**config.mk**
```make
export PLATFORM = sky130hd
export DESIGN_NAME = mmm_serial_core
export DESIGN_NICKNAME = d
export VERILOG_FILES = /design/src/rtl/rsa_pkg.sv /design/src/rtl/mmm_iter_step.sv /design/src/rtl/mmm_serial_core.sv
export SDC_FILE = /design/constraint.sdc
export NUM_CORES = 1
export LEC_CHECK = 0
export BUFFER_PORTS_ARGS = -buffer_cell sky130_fd_sc_hd__buf_4
export CAP_MARGIN = 15
export CORE_UTILIZATION = 59
export CTS_BUF_LIST = sky130_fd_sc_hd__clkbuf_16
export DETAILED_ROUTE_END_ITERATION = 7
export PLACE_DENSITY_LB_ADDON = 0.08
export SLEW_MARGIN = 20
export SYNTH_ARGS = -nofsm -noshare
export SYNTH_HDL_FRONTEND = slang
export SYNTH_HIERARCHICAL = 1
export SYNTH_SLANG_ARGS = --single-unit
export TNS_END_PERCENT = 50
```
**constraint.sdc**
```tcl
create_clock -name clk -period 4.1 [get_ports clk]
set_clock_uncertainty 0.2 [all_clocks]
set_input_delay 0.615 -clock clk [delete_from_list [all_inputs] [get_ports clk]]
set_output_delay 0.615 -clock clk [all_outputs]
set_load 0.02 [all_outputs]
```
**src/rtl/rsa_pkg.sv**
```systemverilog
// rsa_pkg: shared constants, FSM state type and sizing helper for the Montgomery datapath.
package rsa_pkg;
    localparam int DEF_WIDTH = 8;
    localparam int DEF_CNT_W = $clog2(DEF_WIDTH);
    typedef enum logic [1:0] {IDLE, CALC, CORR} state_t;
    function automatic int cnt_width(input int w);
        return $clog2(w);
    endfunction
endpackage

```
**src/rtl/mmm_iter_step.sv**
```systemverilog
// mmm_iter_step: one combinational radix-2 Montgomery iteration, R' = (R + a_bit*b + q*n) >> 1.
module mmm_iter_step import rsa_pkg::*; #(
    parameter int WIDTH = DEF_WIDTH
) (
    input  logic [WIDTH+1:0] i_r,
    input  logic             i_a_bit,
    input  logic [WIDTH-1:0] i_b,
    input  logic [WIDTH-1:0] i_n,
    output logic [WIDTH+1:0] o_r
);
    logic [WIDTH+1:0] w_t;
    logic [WIDTH+1:0] w_u;
    assign w_t = i_r + (i_a_bit ? {2'b00, i_b} : '0);
    // Adding n when t is odd makes the sum even, so the shift is an exact divide by two.
    assign w_u = w_t + (w_t[0] ? {2'b00, i_n} : '0);
    assign o_r = w_u >> 1;
endmodule

```
**src/rtl/mmm_serial_core.sv**
```systemverilog
// mmm_serial_core: bit-serial Montgomery multiplier, result = a*b*2^-WIDTH mod n in WIDTH+1 enabled cycles.
module mmm_serial_core import rsa_pkg::*; #(
    parameter int WIDTH = DEF_WIDTH
) (
    input  logic             clk,
    input  logic             rstb,
    input  logic             en,
    input  logic             start,
    input  logic [WIDTH-1:0] a,
    input  logic [WIDTH-1:0] b,
    input  logic [WIDTH-1:0] n,
    output logic [WIDTH-1:0] result,
    output logic             busy,
    output logic             done
);
    localparam int CW = cnt_width(WIDTH);
    localparam int RW = WIDTH + 2;
    state_t           r_state, w_state_nxt;
    logic [WIDTH-1:0] r_a, r_b, r_n, r_result;
    logic [RW-1:0]    r_r, w_r_nxt, w_n_ext;
    logic [CW-1:0]    r_cnt;
    logic             r_busy, r_done, w_last;
    assign w_n_ext = {2'b00, r_n};
    assign w_last  = r_cnt == CW'(WIDTH - 1);
    assign result  = r_result;
    assign busy    = r_busy;
    assign done    = r_done;
    mmm_iter_step #(.WIDTH(WIDTH)) u_step (
        .i_r    (r_r),
        .i_a_bit(r_a[0]),
        .i_b    (r_b),
        .i_n    (r_n),
        .o_r    (w_r_nxt)
    );
    always_comb begin
        w_state_nxt = r_state;
        case (r_state)
            IDLE:    w_state_nxt = start ? CALC : IDLE;
            CALC:    w_state_nxt = w_last ? CORR : CALC;
            CORR:    w_state_nxt = IDLE;
            default: w_state_nxt = IDLE;
        endcase
    end
    always_ff @(posedge clk or negedge rstb) begin
        if (!rstb) begin
            r_state  <= IDLE;
            r_a      <= '0;
            r_b      <= '0;
            r_n      <= '0;
            r_r      <= '0;
            r_cnt    <= '0;
            r_result <= '0;
            r_busy   <= 1'b0;
            r_done   <= 1'b0;
        end else if (en) begin
            r_state <= w_state_nxt;
            r_busy  <= w_state_nxt != IDLE;
            case (r_state)
                IDLE: begin
                    r_done <= 1'b0;
                    if (start) begin
                        r_a   <= a;
                        r_b   <= b;
                        r_n   <= n;
                        r_r   <= '0;
                        r_cnt <= '0;
                    end
                end
                CALC: begin
                    // a is consumed LSB first by shifting, so the step always sees bit 0.
                    r_r   <= w_r_nxt;
                    r_a   <= r_a >> 1;
                    r_cnt <= r_cnt + 1'b1;
                end
                CORR: begin
                    r_result <= WIDTH'((r_r >= w_n_ext) ? r_r - w_n_ext : r_r);
                    r_done   <= 1'b1;
                end
                default: r_done <= 1'b0;
            endcase
        end
    end
endmodule

```
After elaboration in Yosys (flattened, before gate mapping):

Index checks and enable logic that the tools add are counted.

* add/sub/neg operators: 4
* magnitude comparators: 1
* equal/unequal tests: 4
* muxes and demuxes: 13
* bitwise gates (word level): 1
* reductions and logical operators: 7

Operator list (count)
* $mux W8: 4
* $pmux W10 S2: 1
* $pmux W8 S2: 1
* $add A10 B10 Y10: 1
* $add A10 B8 Y10: 1
* $ge A10 B8 Y1: 1
* $mux W10: 1
* $sub A8 B8 Y8: 1
* $pmux W3 S2: 1
* $reduce_and A3 Y1: 2
* $pmux W2 S2: 1
* $reduce_and A2 Y1: 2
* $reduce_bool A2 Y1: 2
* $add A3 B1 Y3 const B: 1
* $eq A3 B3 Y1 const B: 1
* $mux W3: 1
* $eq A2 B1 Y1 const B: 1
* $eq A2 B2 Y1 const B: 1
* $logic_not A2 Y1: 1
* $mux W2: 1
* $ne A2 B2 Y1 const B: 1
* $pmux W1 S2: 1
* $mux W1: 1
* $not A1 Y1: 1

* register bits after elaboration: 49

Logic depth before layout (Yosys ltp):

* word-level depth: 5
* depth in mapped cells: 15
* mapped depth without buffers: 15

Hierarchy:

Netlist, hierarchy kept.

Modules (own cells, without submodules)
* mmm_serial_core: times used 1, cells each 224, area each 2427.3 sq um
* mmm_iter_step: times used 1, cells each 111, area each 810.8 sq um

Worst setup path after synthesis:

Ideal clock, no wire load.

* path type: register to register
* from: reg r_a[0]
* to: reg r_r[8]
* setup time: 0.121 ns
* data arrival time: 2.918 ns
* setup slack: 0.861 ns
* stages on the path, launching flop included: 16
* clock period less this slack: 3.239 ns
* cell sequence: dfrtp_1 > and2_1 > ha_1 > inv_1 > fa_1 > nor2b_1 > o21a_1 > nor2_1 > xnor2_1 > ha_1 > nand2_1 > o21a_1 > or3b_1 > a211oi_2 > xnor2_1 > a22o_1

* cells in the longest elaborated chain, start to end: 5

Ends and longest elaborated chain
* start, declared: RTL line mmm_serial_core.sv:19 `logic [WIDTH-1:0] r_a, r_b, r_n, r_result;`
* start signal, assigned: RTL line mmm_serial_core.sv:72 `r_a <= r_a >> 1;`
* $mux W8 (*): RTL line mmm_iter_step.sv:13 `assign w_t = i_r + (i_a_bit ? {2'b00, i_b} : '0);`
* $add A10 B8 Y10 (*): RTL line mmm_iter_step.sv:13
* $mux W8: RTL line mmm_iter_step.sv:15 `assign w_u = w_t + (w_t[0] ? {2'b00, i_n} : '0);`
* $add A10 B10 Y10 (*): RTL line mmm_iter_step.sv:15
* named net w_r_nxt[8]: RTL line mmm_serial_core.sv:20 `logic [RW-1:0] r_r, w_r_nxt, w_n_ext;`
* $pmux W10 S2 (*): RTL line mmm_serial_core.sv:58 `case (r_state)`
* end signal, assigned: RTL line mmm_serial_core.sv:71 `r_r <= w_r_nxt;`
* end, declared: RTL line mmm_serial_core.sv:20

Mark *: on every way through the listed nets, which the timed path passes. The rest lies on a longest branch.
A chain may end at the register's enable or synchronous reset.

Worst setup path after layout:

Ends and elaborated chain as after synthesis.

==> results.tsv <==
metric	value	unit
outcome	completed	
cp-startpoint	r_a[0]	
rrSetupSlack	570	ps
clkLatencyLatePin	290	ps
grt_pass1_vias	2597	
setup-tns-final	0	ps
synth_compound_area_frac	0.184	
drive_gt1_frac	0.210	
cts_setup_buffers	0	
synth_top_family_by_area	compound AO/OA/AOI/OAI gates	
gr-total-overflow	0	
area.growth.synth_to_final	16.1	%
finalMaxSlewViolations	0	
power.density	898	nW/um^2
cts_tree	yes	
synth-adder-area-share	0.115	
synth_edf_count	0	
hold_viol_final	0	
critPathMaxFanout	9	
setup_viol	0	
worst_pin_slew	685	ps
synth_top_area_cell	dfrtp_1	
fin_crit	3530	ps
wl	6540	um
fin_crit_sh	0.861	
drc_errors	0	
crit_path_end	r_r[8]	
stdcell_count	442	
die_h	76.1	um
syn_avg_cell_area	9.67	um^2
synth_nets	391	
antenna_found_initial	0	
crit_chain	and2_1 > ha_1 > inv_1 > fa_1 > nor2b_1 > o21a_1 > nor2_1 > xnor2_1 > ha_1 > nand2_1 > o21a_1 > or3b_1 > a211oi_2 > xnor2_1 > a22o_1	
first_pass_iters	4	
port_buffers	37	
synth_cells	335	
cp-end-kind	flip-flop	
crit_type	reg -> reg	
cts.clk_slew.worst_paths	70	ps
start_util	0.622	
cts_resized	0	
grt_first_pass_wirelength	11300	um
num_vias	2496	
rsz0062_at_grt	false	
critPathRequiredTime	4080	ps
post_drt_wl_per_cell	14.8	um
slowest_delay	430	ps
grt_max_degree	50	
dieArea	5790	um^2
gp_congestion	0.832	
leakage	1.86	nW
drt_iter0_markers	58	
synthArstFlopShare	1.00	
crit_slowest_cell	dfrtp_1	
slew_headroom	0.542	
fmax	0.283	GHz
yosys.area.top_type_share	0.379	
max-cap-violations	0	
ys_warn_count	6	
finalNetCount	427	
rr_endpoint	r_r[8]	
die_x	76.1	um
synth_common_cells	49 x dfrtp_1, 35 x o21ai_0, 32 x nand2_1, 25 x ha_1, 22 x inv_1	
hpwl	4810	um
rows	26	
rr_startpoint	r_a[0]	
cp.arrival	3510	ps
core_area	5200	um^2
yosysMostFrequentCell	dfrtp_1	
io_pins	38	
synth-xor-area-share	0.0406	
synth-seq-area-share	0.379	
netlist-cell-type-count	52	
synth_flop_cell	dfrtp_1	
worstRegToRegCells	15	
syn_area	3240	um^2
diodes	0	
yosys-top-cells-area	dfrtp_1 38%, ha_1 9.7%, o21ai_0 5.4%	
fill_cells	415	
worstSetupStartpointType	flip-flop	
peakVddDrop	432	uV
numCtsBuffers	5	
dp.cells	434	
viasPerCell	5.65	
grt_usage	0.243	
power	3.38	mW
clkSinkCount	49	
synth-simple-area-share	0.154	
postCtsHoldBufs	0	
synth_mux_area_frac	0.0815	
synth_seq_cells	49	
cts-root-buf	clkbuf_16	
htreeDepth	2	
min_path_type	in -> async	
postRouteAntennaNets	0	
clock_path_buffers	2	
[stage by stage]
step / util / cell area (um^2) / hold WS [ps] / setup slack, ps
after floorplan: - / 3240 / 119 / 861
after detailed placement: 0.684 / 3560 / 271 / 597
after global placement: 0.684 / 3560 / 262 / 720
final: 0.722 / 3760 / 126 / 569
after CTS: 0.721 / 3750 / 163 / 566
after global routing: 0.722 / 3760 / 189 / 320
[flip-flops by register name (all words and copies together) (netlist names)]
register,flops
r_r,10
r_b,8
r_n,8
r_state,2
r_cnt,3
busy,1
done,1
result,8
r_a,8
[power breakdown]
part / internal, mW / total [mW] / switching, mW
logic: 0.957 / 1.98 / 1.03
clock network: 0.348 / 0.526 / 0.178
registers: 0.695 / 0.866 / 0.172
total: 2.00 / 3.38 / 1.37
[cells in the final DEF, fill, tap and decap left out, drive strengths merged, types with 6 or more instances in the layout]
cell,count
o21ai,39
xnor2,13
nand2,32
mux2,13
ha,25
and2,15
a21oi,16
inv,22
a22o,13
dfrtp,49
mux2i,11
nand2b,6
nor2,17
buf,39
[worst min-delay path by stage]
| stage | from | end | cells after the start |
|---|---|---|---|
| 6_report | rstb | result[1] | 1 |
| 5_1_grt | rstb | r_n[1] | 1 |
| 4_1_cts | rstb | result[1] | 1 |
| 3_5_place_dp | r_a[4] | r_a[4] | 2 |
| 3_3_place_gp | r_a[5] | r_a[5] | 2 |
| 2_1_floorplan | rstb | busy | 0 |
[logic make-up (layout without fill, tap and decap cells)]
group / after synthesis / after routing
AO/OA/AOI/OAI: 91 / 91
flip-flops: 49 / 49
XOR/XNOR: 15 / 15
AND/OR/NAND/NOR: 95 / 95
multiplexers: 24 / 24
other: 1 / 1
adder cells (fa/ha/maj): 28 / 28
buffers and inverters: 32 / 69
[layout make-up]
class	count	area (um^2)	area share
Multi-Input combinational cell	254	1880	0.500
Timing Repair Buffer	39	293	0.0779
Clock inverter	3	65.1	0.0173
Inverter	22	82.6	0.0220
Sequential cell	49	1230	0.326
Tap cell	70	87.6	0.0233
Clock buffer	5	125	0.0333
[per-layer routing]
metal | share of wire | track usage
met4 | 0.015 | 0.100
met3 | 0.037 | 0.0467
met2 | 0.51 | 0.426
met5 | 0 | 0
met1 | 0.44 | 0.294
[critical path, delay by kind of cell (launching register included)]
family	cells	cell delay, ps
XOR/XNOR	2	210
AND/OR/NAND/NOR	5	870
adder cells (fa/ha/maj)	3	910
AO/OA/AOI/OAI	4	750
flip-flops	1	430
buffers and inverters	1	60
(Power assumes the default switching activity.)
